$ cat src/rtl/mul_div_unit_pkg.sv
// Shared definitions for the iterative multiply/divide unit.
// Holds the operation encodings driven on the op port, the FSM state
// encodings and the fixed issue-to-done latency.
package mul_div_unit_pkg;

    typedef enum logic [1:0] {
        MD_MULTU = 2'b00,
        MD_MULT  = 2'b01,
        MD_DIVU  = 2'b10,
        MD_DIV   = 2'b11
    } md_op_e;

    typedef enum logic [1:0] {
        S_IDLE = 2'b00,
        S_CALC = 2'b01,
        S_FIN  = 2'b10
    } md_state_e;

    // Cycles from the accepting edge to the done pulse, identical for all ops.
    localparam int MD_LATENCY = 33;

endpackage

$ cat src/rtl/mul_div_unit_sign_fix.sv
// md_sign_fix: combinational conditional two's-complement negation.
// Used both to take magnitudes of signed operands on entry and to apply
// result signs to the product, quotient and remainder on completion.
//   val : input value
//   neg : 1 = return -val, 0 = pass val through
//   res : result, same width as val
module md_sign_fix #(
    parameter int W = 32
) (
    input  logic [W-1:0] val,
    input  logic         neg,
    output logic [W-1:0] res
);

    // The magnitude of the most negative value wraps to itself, which is
    // exactly the correct unsigned magnitude (e.g. 0x80000000).
    assign res = neg ? ({W{1'b0}} - val) : val;

endmodule

$ cat src/rtl/mul_div_unit.sv
// mul_div_unit: iterative 32-bit MULT/MULTU/DIV/DIVU unit with HI/LO.
// Ports:
//   clk, reset          : clock, synchronous active-high reset
//   start, op, a, b     : issue request, operation select, rs/rt operands
//   hi_we, lo_we, wdata : MTHI/MTLO writes (honoured only when idle, no start)
//   busy, done          : operation in flight, one-cycle completion pulse
//   div_zero            : sticky flag, last completed divide had b == 0
//   hi, lo              : architectural HI/LO registers
module mul_div_unit
    import mul_div_unit_pkg::*;
#(
    parameter int WIDTH = 32,
    parameter int CNT_W = 6
) (
    input  logic             clk,
    input  logic             reset,
    input  logic             start,
    input  logic [1:0]       op,
    input  logic [WIDTH-1:0] a,
    input  logic [WIDTH-1:0] b,
    input  logic             hi_we,
    input  logic             lo_we,
    input  logic [WIDTH-1:0] wdata,
    output logic             busy,
    output logic             done,
    output logic             div_zero,
    output logic [WIDTH-1:0] hi,
    output logic [WIDTH-1:0] lo
);

    md_state_e            state, state_next;
    logic [CNT_W-1:0]     cnt;
    md_op_e               op_q;
    logic [WIDTH-1:0]     mcand;   // multiplicand or divisor magnitude
    logic [2*WIDTH-1:0]   acc;     // mul: {partial, multiplier}; div: {rem, quo}
    logic [WIDTH-1:0]     a_raw;
    logic                 b_zero;
    logic                 sign_p, sign_q, sign_r;

    logic                 op_signed, op_div, op_q_div;
    logic [WIDTH-1:0]     mag_a, mag_b;
    logic [WIDTH:0]       mul_sum;
    logic [2*WIDTH-1:0]   mul_next;
    logic [WIDTH:0]       rem_sh, div_diff;
    logic [2*WIDTH-1:0]   div_next;
    logic [2*WIDTH-1:0]   prod_res;
    logic [WIDTH-1:0]     quo_res, rem_res;

    assign op_signed = (op == MD_MULT) || (op == MD_DIV);
    assign op_div    = (op == MD_DIVU) || (op == MD_DIV);
    assign op_q_div  = (op_q == MD_DIVU) || (op_q == MD_DIV);

    md_sign_fix #(.W(WIDTH)) u_abs_a (
        .val(a), .neg(op_signed & a[WIDTH-1]), .res(mag_a)
    );
    md_sign_fix #(.W(WIDTH)) u_abs_b (
        .val(b), .neg(op_signed & b[WIDTH-1]), .res(mag_b)
    );
    md_sign_fix #(.W(2*WIDTH)) u_fix_prod (
        .val(acc), .neg(sign_p), .res(prod_res)
    );
    md_sign_fix #(.W(WIDTH)) u_fix_quo (
        .val(acc[WIDTH-1:0]), .neg(sign_q), .res(quo_res)
    );
    md_sign_fix #(.W(WIDTH)) u_fix_rem (
        .val(acc[2*WIDTH-1:WIDTH]), .neg(sign_r), .res(rem_res)
    );

    // Shift-add: add multiplicand to the upper half when the current
    // multiplier bit is set, then shift the whole register right by one.
    assign mul_sum  = {1'b0, acc[2*WIDTH-1:WIDTH]}
                    + {1'b0, (acc[0] ? mcand : {WIDTH{1'b0}})};
    assign mul_next = {mul_sum, acc[WIDTH-1:1]};

    // Restoring divide: shift the next dividend bit into the remainder and
    // keep the subtraction only if it did not go negative.
    assign rem_sh   = {acc[2*WIDTH-1:WIDTH], acc[WIDTH-1]};
    assign div_diff = rem_sh - {1'b0, mcand};
    assign div_next = div_diff[WIDTH]
                    ? {rem_sh[WIDTH-1:0],   acc[WIDTH-2:0], 1'b0}
                    : {div_diff[WIDTH-1:0], acc[WIDTH-2:0], 1'b1};

    always_ff @(posedge clk) begin
        if (reset) state <= S_IDLE;
        else       state <= state_next;
    end

    always_comb begin
        state_next = state;
        busy       = 1'b1;
        case (state)
            S_IDLE: begin
                busy = 1'b0;
                if (start) state_next = S_CALC;
            end
            S_CALC: if (cnt == CNT_W'(WIDTH - 1)) state_next = S_FIN;
            S_FIN:  state_next = S_IDLE;
            default: state_next = S_IDLE;
        endcase
    end

    // Control and architectural registers.
    always_ff @(posedge clk) begin
        if (reset) begin
            cnt      <= '0;
            done     <= 1'b0;
            div_zero <= 1'b0;
            hi       <= '0;
            lo       <= '0;
        end else begin
            done <= (state == S_FIN);
            case (state)
                S_IDLE: begin
                    if (start) begin
                        cnt <= '0;
                    end else begin
                        if (hi_we) hi <= wdata;
                        if (lo_we) lo <= wdata;
                    end
                end
                S_CALC: cnt <= cnt + 1'b1;
                S_FIN: begin
                    if (op_q_div) begin
                        if (b_zero) begin
                            lo <= {WIDTH{1'b1}};
                            hi <= a_raw;
                        end else begin
                            lo <= quo_res;
                            hi <= rem_res;
                        end
                        div_zero <= b_zero;
                    end else begin
                        {hi, lo} <= prod_res;
                    end
                end
                default: ;
            endcase
        end
    end

    // Operand latches and iteration datapath.
    always_ff @(posedge clk) begin
        if (state == S_IDLE && start) begin
            op_q   <= md_op_e'(op);
            acc    <= {{WIDTH{1'b0}}, mag_a};
            mcand  <= mag_b;
            a_raw  <= a;
            b_zero <= (b == '0);
            sign_p <= op_signed & (a[WIDTH-1] ^ b[WIDTH-1]);
            sign_q <= op_signed & (a[WIDTH-1] ^ b[WIDTH-1]);
            sign_r <= op_signed & a[WIDTH-1] & op_div;
        end else if (state == S_CALC) begin
            acc <= op_q_div ? div_next : mul_next;
        end
    end

endmodule

$ cat config.mk
export PLATFORM = sky130hd
export DESIGN_NAME = mul_div_unit
export DESIGN_NICKNAME = d
export VERILOG_FILES = /design/src/rtl/mul_div_unit_pkg.sv /design/src/rtl/mul_div_unit_sign_fix.sv /design/src/rtl/mul_div_unit.sv
export SDC_FILE = /design/constraint.sdc
export NUM_CORES = 1
export LEC_CHECK = 0
export CAP_MARGIN = 20
export CORE_ASPECT_RATIO = 0.5
export CORE_UTILIZATION = 60
export DETAILED_ROUTE_END_ITERATION = 10
export GPL_TIMING_DRIVEN = 0
export HOLD_SLACK_MARGIN = 0.08
export PLACE_DENSITY = 0.83
export SETUP_SLACK_MARGIN = 0.5
export SLEW_MARGIN = 20
export SYNTH_ARGS = -nofsm -noshare
export SYNTH_HDL_FRONTEND = slang
export SYNTH_HIERARCHICAL = 1
export SYNTH_SLANG_ARGS = --single-unit
$ cat constraint.sdc
create_clock -name clk -period 9.8 [get_ports clk]
set_input_delay 0.98 -clock clk [delete_from_list [all_inputs] [get_ports clk]]
set_output_delay 0.98 -clock clk [all_outputs]
set_load 0.005 [all_outputs]
Word-level counts from Yosys, hierarchy flattened
Index checks and enable logic that the tools add are counted.

storage, ports and cells
  register bits after elaboration = 207

operators by class
  add/subtract/negate cells = 8
  eq/ne operators = 13
  mux-type cells = 26
  bitwise logic cells = 5
  reductions and logical operators = 14

operators with widths
  kind                                                                  number
  32-bit two-way mux                                                    15
  64-bit two-way mux                                                    3
  32-bit one-hot mux with 2 select lines                                2
  1-bit by 32-bit subtractor with 32-bit output (first input constant)  4
  1-bit by 64-bit subtractor with 64-bit output (first input constant)  1
  32-bit by 32-bit adder with 33-bit output                             1
  33-bit by 32-bit subtractor with 33-bit output                        1
  32-bit logical NOT                                                    1
  6-bit one-hot mux with 2 select lines                                 1
  2-bit == test (second input constant)                                 5
  2-bit inequality test (second input constant)                         5
  6-bit by 1-bit adder with 6-bit output (second input constant)        1
  6-bit by 5-bit == test with 1-bit output (second input constant)      1
  6-bit two-way mux                                                     1
  2-bit AND reduction                                                   3
  3-bit AND reduction                                                   2
  2-bit nonzero test                                                    3
  1-bit AND                                                             4
  2-bit by 1-bit == test with 1-bit output (second input constant)      2
  2-bit two-way mux                                                     2
  2-bit one-hot mux with 2 select lines                                 1
  1-bit logical OR                                                      3
  2-bit logical NOT                                                     1
  1-bit logical AND                                                     1
  other kinds (2)                                                       2

Logic depth before layout (Yosys ltp)
Gate-level depths: netlist of run 1.

  depth after elaboration = 5
  gate-level depth with buffers = 15
  depth with buffers taken out = 13

Modules after synthesis
The synthesis of run 1 kept the hierarchy.

by module, submodules not included
  module                      times used  cells an instance  area an instance (um^2)
  mul_div_unit                1           1,434              12,807.3
  md_sign_fix at u_abs_a ...  4           108                767.0
  md_sign_fix at u_fix_prod   1           198                1,453.9

Worst setup path after synthesis of run 1
Ideal clock, no wire load.

  path kind = input-to-reg
  start point = input port start
  end point = register a_raw[0], enable pin
  setup time = 459 ps
  arrival time = 3,753 ps
  path slack = 5,588 ps
  cell stages on the path = 5
  path buffers = 2
  cell sequence = inv_1 or2_2 inv_1 clkbuf_1 clkbuf_1

on the way
  cells in the longest elaborated chain, start to end = 1

RTL lines
  element               line                 RTL
  from (decl)           mul_div_unit.sv:17   input logic start,
  1-bit logical AND     mul_div_unit.sv:143  if (state == S_IDLE && start) begin
  to (signal assigned)  mul_div_unit.sv:147  a_raw <= a;
  to (decl)             mul_div_unit.sv:36   logic [WIDTH-1:0] a_raw;

No other way between the ends.
A chain may end at the register's enable or synchronous reset.

Worst setup path in the final report of run 1
  start point = register acc[0]
  end point = register acc[63]

on the way
  cells in the longest elaborated chain, start to end = 3

RTL lines
  element                                    line                 RTL
  from (decl)                                mul_div_unit.sv:35   logic [2*WIDTH-1:0] acc;
  from (signal assigned)                     mul_div_unit.sv:145  acc <= {{WIDTH{1'b0}}, mag_a};
  from (signal assigned)                     mul_div_unit.sv:153  acc <= op_q_div ? div_next : mul_next;
  32-bit two-way mux                         mul_div_unit.sv:72   + {1'b0, (acc[0] ? mcand : {WIDTH{1'b0}})};
  32-bit by 32-bit adder with 33-bit output  mul_div_unit.sv:72
  64-bit two-way mux                         mul_div_unit.sv:153

No other way between the ends.

==> flow_metrics.env, run 1 <==
export IMPL_hp_class="flop to flop"
export IMPL_grt_pass1_vias=15900
export IMPL_synth_compound_area_share_pct=25.2
export IMPL_vias=18000
export IMPL_arrival_ns=4.67
export IMPL_ys_types=76
export IMPL_tightest_slew_ns=1.10
export IMPL_die_y_um=122
export IMPL_grt_use_met1_pct=54.5
export IMPL_clkSinkCount=206
export IMPL_clk_pin_slew_ns=0.08
export IMPL_synth_fa_ha_area_share_pct=5.29
export IMPL_area_growth_pct=16.5
export IMPL_grt_util_met2_pct=60.2
export IMPL_path_class="flop to flop"
export IMPL_relSlewSlack_pct=25.3
export IMPL_finalHoldViolCount=0
export IMPL_hpwl_um=47200
export IMPL_diodes=0
export IMPL_first_pass_iters=8
export IMPL_cts_setup_buffers=0
export IMPL_p_sw_w=0.00135
export IMPL_clockRootBuffer="clkbuf_16"
export IMPL_syn_inst=2064
export IMPL_cts_resized=0
export IMPL_yosysSeqAreaShare_pct=29.6
export IMPL_critPathCaptureType="flop"
export IMPL_syn_cell_area_um2=17300
export IMPL_die_area_um2=29600
export IMPL_via_per_inst=6.79
export IMPL_gp_congestion=1.03
export IMPL_cp_max_fo=13
export IMPL_ant_nets=0
export IMPL_hold_slack_ns=0.474
export IMPL_fmax_ghz=0.235
export IMPL_grtUsageTotal_pct=39.5
export IMPL_synth_edf_count=100
export IMPL_powerDensity_nw_per_um2=167
export IMPL_dp_cells=2615
export IMPL_reg2reg_to="acc[63]"
export IMPL_grt_setup_unrepaired="no"
export IMPL_power_frac_clock_pct=23.6
export IMPL_syn_avg_cell_area_um2=8.40
export IMPL_ctsHoldBuffers=0
export IMPL_wl_um=60500
export IMPL_start_util_pct=61.8
export IMPL_ys_ff_latch=206
export IMPL_antenna_found_initial=0
export IMPL_drv_slew=0
export IMPL_cts_made_buffers=21
export IMPL_worst_slack_ns=5.54
export IMPL_syn_nets=2239
export IMPL_r2r_start="acc[0]"
export IMPL_whs_endpoint="div_zero"
export IMPL_period_minus_slack_ns=4.26
export IMPL_io_buffers=168
export IMPL_grt_overflow_total=0
export IMPL_crit_path_start_kind="flop"
export IMPL_setup_viol=0
export IMPL_cp_required_ns=10.22
export IMPL_drc=0
export IMPL_worst_clock_skew_ns=0.0253
export IMPL_placementRows=43
export IMPL_layoutNonFillerInstCount=2651
export IMPL_leakagePower_nw=7.13
export IMPL_intPower_w=0.00202
export IMPL_drive_gt1_share_pct=4.72
export IMPL_synth_xor_xnor_area_share_pct=11.5
export IMPL_io_pin_count=170
export IMPL_min_from="div_zero"
export IMPL_htreeDepth=1
export IMPL_grt_busiest_layer="met2"
export IMPL_drt_iter0_drc=2500
export IMPL_final_area_um2=20200
export IMPL_r2r_setup_slack_ns=5.54
export IMPL_max_cap_viol_count=0
export IMPL_grt_first_pass_wirelength_um=91400
export IMPL_clk_latency_ns=0.53
export IMPL_ys_warn_count=6
export IMPL_placedInstanceArea_um2=19500
export IMPL_synth_flop_cell="dfxtp_1"
export IMPL_hold_depth=2
export IMPL_period_share_pct=43.4
export IMPL_met3_usage_pct=9.12
export IMPL_finalSetupTns_ns=0
export IMPL_status="finished clean"
export IMPL_wl_per_cell_um=22.8
export IMPL_clockBufferDepth=3
export IMPL_pre_cts_ws_ns=5.69
export IMPL_muxShareOfSynthArea_pct=4.41
export IMPL_core_um2=28000
export IMPL_r2r_cells=13
export IMPL_die_w_um=242
export IMPL_seq_power_share_pct=36.5
export IMPL_num_nets_final=2431
export IMPL_peakVddDrop_uv=124
export IMPL_cts_tree="done"
export IMPL_sw_frac_of_total_pct=40.1
export IMPL_yosys_area_share_simple_pct=19.1
export IMPL_synth_top_family_by_area="compound AO/OA/AOI/OAI gates"
export IMPL_grt_max_degree=43
export IMPL_combinationalPowerShare_pct=39.9
export IMPL_synthArstFlopShare_pct=0
## worst max-delay path by stage
stage | from | to | slack [ns]
floorplan | start | a_raw[0] | 5.59
global placement | start | acc[26] | 3.32
detailed placement | acc[0] | acc[62] | 5.69
CTS | acc[0] | acc[63] | 5.68
global route | acc[0] | acc[62] | 5.37
finish | acc[0] | acc[63] | 5.54
## registers in the layout, summed over array words and instances, names as in the netlist
signal,cells
mcand,32
acc,64
lo,32
done,1
b_zero,1
div_zero,1
cnt,6
sign_q,1
a_raw,32
hi,32
op_q,1
state,2
sign_r,1
## placed cells by master, fill, tap and decap left out, types with 9 or more instances in the layout
cell type,synthesis,layout
clkdlybuf4s50_1,0,168
nor4_1,31,31
o221ai_1,39,39
o211ai_1,41,41
a311oi_1,71,71
clkbuf_1,104,107
nand2b_1,25,25
clkbuf_16,0,22
dfxtp_1,106,106
or3_1,23,23
or4_4,11,11
xnor2_1,212,212
o41ai_2,11,11
nand3_1,35,35
nand4_1,18,18
or2_2,13,13
a31oi_1,11,11
nor2_1,144,144
nor2b_1,13,13
a211oi_1,12,12
o31ai_1,55,55
and3_1,10,10
nand2_1,217,217
inv_1,78,79
edfxtp_1,100,100
o41ai_1,53,53
mux2i_1,73,73
a21o_1,28,28
and2_1,37,37
nand3b_1,9,9
nor3_1,16,16
ha_1,70,70
a21oi_1,91,91
o21ai_0,160,160
or4_1,24,24
xor2_1,15,15
## cell usage after synthesis, drive strengths merged, types with 27 or more instances
| cell type | n | area, um^2 |
|---|---|---|
| nand2 | 217 | 815 |
| xnor2 | 212 | 1860 |
| o21ai | 163 | 816 |
| nor2 | 144 | 541 |
| dfxtp | 106 | 2120 |
| clkbuf | 104 | 390 |
| edfxtp | 100 | 3000 |
| a21oi | 93 | 473 |
| inv | 78 | 293 |
| mux2i | 73 | 731 |
| a311oi | 71 | 622 |
| ha | 70 | 876 |
| o41ai | 64 | 643 |
| o31ai | 55 | 413 |
| o211ai | 41 | 308 |
| o221ai | 40 | 357 |
| and2 | 37 | 231 |
| nand3 | 36 | 185 |
| or4 | 35 | 304 |
| nor4 | 32 | 206 |
| a21o | 28 | 210 |
| buf | 27 | 180 |
## layout make-up
class	count	area (um^2)
Fill cell	2286	7850
Tap cell	382	478
Clock buffer	30	621
Buffer	131	574
Inverter	78	293
Multi-Input combinational cell	1649	11400
Sequential cell	206	5120
Clock inverter	6	35.0
Timing Repair Buffer	169	1700
## layer usage
metal / wire (um) / up-vias
met5: 0 / -
met4: 2520 / 0
met3: 7670 / 195
met2: 25600 / 1254
met1: 24700 / 8395
li1: - / 8154
## critical path, stage by stage, from the launching register on
cell and delay (ns):
edfxtp_1 0.76, clkbuf_1 0.49, and2_1 0.21, ha_1 0.28, and3_1 0.22, a21boi_1 0.14
o211ai_1 0.18, a21o_1 0.18, a21oi_1 0.11, o41ai_1 0.73, nand2b_1 0.11, a21oi_1 0.27
o221ai_1 0.19, a32o_1 0.28
## kinds of logic (layout without fill, tap and decap cells)
logic type	count (synthesis)	after routing
adder cells (fa/ha/maj)	72	72
buffers and inverters	209	414
AO/OA/AOI/OAI	620	620
flip-flops	206	206
AND/OR/NAND/NOR	654	654
XOR/XNOR	227	227
multiplexers	76	76
## metrics by stage
| step | util (%) | power [W] |
|---|---|---|
| floorplan | - | 0.00209 |
| global placement | 69.5 | 0.00251 |
| detailed placement | 69.6 | 0.00253 |
| CTS | 72.0 | 0.00331 |
| global route | 72.0 | 0.00352 |
| finish | 72.0 | 0.00338 |
## power groups by stage
stage | combinational [W] | sequential (W) | clock [W]
4_1_cts | 0.00130 | 0.00122 | 0.000790
6_report | 0.00135 | 0.00123 | 0.000798
2_1_floorplan | 0.000942 | 0.00115 | 0
3_5_place_dp | 0.00130 | 0.00124 | 0
5_1_grt | 0.00145 | 0.00124 | 0.000824
3_3_place_gp | 0.00127 | 0.00123 | 0
Power figures use the tool's default switching activity.
==> run 2, diff against run 1 <==
Settings changed: CORE_UTILIZATION 60 to 59, PLACE_DENSITY 0.83 to 0.82.
Clock period 9.8 ns to 4.3 ns, I/O delays scaled along.
==> run 2 against run 1 <==
Against the previous run: wire length up 2.2%; clock skew is essentially flat; core utilization barely moved; total power up 130%; critical endpoint is now acc[62]; via count is 0.41% lower; highest routed layer unchanged; critical path type unchanged; sequential cell count unchanged; largest power group unchanged.
==> flow_metrics.env, run 2 (synthesized netlist as in run 1, its figures left out) <==
export IMPL_die_y_um=123
export IMPL_clockRootBuffer="clkbuf_16"
export IMPL_fmax_ghz=0.266
export IMPL_period_minus_slack_ns=3.75
export IMPL_cts_made_buffers=21
export IMPL_placementRows=43
export IMPL_largest_register_ffs=64
export IMPL_wl_met1_um=26000
export IMPL_mostFrequentLayoutCell="nand2_1"
export IMPL_max_cap_viol_count=0
export IMPL_grt_overflow_total=0
export IMPL_dp_cells=2615
export IMPL_area_growth_pct=17.5
export IMPL_hold_slack_ns=0.285
export IMPL_status="finished clean"
export IMPL_ant_nets=0
export IMPL_wl_met2_um=26300
export IMPL_finish_utilization_pct=72.0
export IMPL_drv_slew=0
export IMPL_clk_pin_slew_ns=0.08
export IMPL_r2r_start="acc[0]"
export IMPL_whs_endpoint="cnt[0]"
export IMPL_worst_clock_skew_ns=0.0257
export IMPL_wl_per_cell_um=23.3
export IMPL_hold_depth=2
export IMPL_met3_length_um=7500
export IMPL_diodes=0
export IMPL_core_um2=28300
export IMPL_antenna_found_initial=0
export IMPL_layoutNonFillerInstCount=2658
export IMPL_cts_tree="done"
export IMPL_arrival_ns=4.16
export IMPL_htreeDepth=1
export IMPL_clkSinkCount=206
export IMPL_die_area_um2=30100
export IMPL_drc=0
export IMPL_powerDensity_nw_per_um2=386
export IMPL_hp_class="input port to flop"
export IMPL_hpwl_um=48100
export IMPL_first_pass_iters=6
export IMPL_cp_max_fo=10
export IMPL_path_class="flop to flop"
export IMPL_top_layer="met4"
export IMPL_r2r_cells=13
export IMPL_critPathCaptureType="flop"
export IMPL_placedInstanceArea_um2=19500
export IMPL_relSlewSlack_pct=18.8
export IMPL_drt_iter0_drc=2462
export IMPL_min_from="reset"
export IMPL_top_register="acc"
export IMPL_setup_viol=0
export IMPL_multiInputGateArea_um2=11400
export IMPL_drive_gt1_share_pct=5.89
export IMPL_io_buffers=168
export IMPL_grt_max_degree=44
export IMPL_via_per_inst=6.74
export IMPL_period_share_pct=87.3
export IMPL_io_pin_count=170
export IMPL_cp_required_ns=4.71
export IMPL_clockBufferDepth=3
export IMPL_regArea_um2=5130
export IMPL_wl_um=61800
export IMPL_gp_congestion=0.994
export IMPL_start_util_pct=61.2
export IMPL_tightest_slew_ns=1.21
export IMPL_grt_pass1_vias=15900
export IMPL_grtUsageTotal_pct=40.1
export IMPL_reg2reg_to="acc[62]"
export IMPL_r2r_setup_slack_ns=0.55
export IMPL_crit_path_start_kind="flop"
export IMPL_fillCellCount=2325
export IMPL_die_w_um=244
export IMPL_leakagePower_nw=7.21
export IMPL_final_area_um2=20400
export IMPL_num_nets_final=2437
export IMPL_final_cell_mix="nand2_1, xnor2_1, clkdlybuf4s50_1, o21ai_0, nor2_1"
export IMPL_finalHoldViolCount=0
export IMPL_grt_first_pass_wirelength_um=93200
export IMPL_peakVddDrop_uv=279
export IMPL_clk_latency_ns=0.54
export IMPL_grt_setup_unrepaired="yes"
export IMPL_vias=17900
[run 2: through the flow]
step | power (W) | TNS [ns] | setup slack, ns
finish | 0.00786 | 0 | 0.545
global route | 0.00821 | 0 | 0.431
CTS | 0.00771 | 0 | 0.513
detailed placement | 0.00577 | -0.0863 | -0.0433
global placement | 0.00572 | -0.00196 | -0.00196
floorplan | 0.00476 | 0 | 1.03
[run 2: metal layers]
metal / up-vias / global-route usage [%]
met3: 145 / 7.88
met1: 8470 / 57.1
li1: 8167 / -
met2: 1142 / 61.8
met5: - / 0
met4: 0 / 11.4
[run 2: worst max-delay path by stage]
stage / from / to / slack (ns) / cells past startpoint
floorplan: acc[0] / acc[61] / 1.03 / 14
global placement: acc[0] / acc[62] / -0.002 / 13
detailed placement: acc[0] / acc[62] / -0.04 / 13
CTS: acc[0] / acc[61] / 0.51 / 14
global route: acc[0] / acc[48] / 0.43 / 13
finish: acc[0] / acc[62] / 0.55 / 13
[run 2: layout make-up]
cell class                 instances  area share (%)
inverter                          78            1.44
tap                              382            2.35
buffer                           131            2.88
multi-input combinational       1649            56.1
sequential                       206            25.2
clock inverter                    11           0.627
clock buffer                      26            2.87
timing repair buffer             175            8.58
[run 2: repair_timing]
item                       in CTS  in global routing
gates cloned                    0                  0
pin swaps                       1                  4
resized for setup               8                 10
buffers inserted                2                  4
hold buffers                    0                  0
hold endpoints to repair        0                  0
setup endpoints to repair      14                 17
[run 2: worst max-delay path: stages, from the launching register on]
cell and delay, ns:
edfxtp_1 0.51, clkbuf_2 0.29, and2_1 0.20, ha_1 0.34, a21oi_1 0.22, o21ai_0 0.12
a21oi_1 0.40, a31oi_2 0.22, a31oi_2 0.38, o21ba_2 0.26, o21ai_2 0.13, a31oi_1 0.27
xor2_1 0.19, a211oi_2 0.09
[run 2: power by group]
group | leakage (nW) | internal [W] | switching [W]
registers | 1.85 | 0.00230 | 0.000505
logic | 5.01 | 0.00132 | 0.00177
clock network | 0.354 | 0.00110 | 0.000867
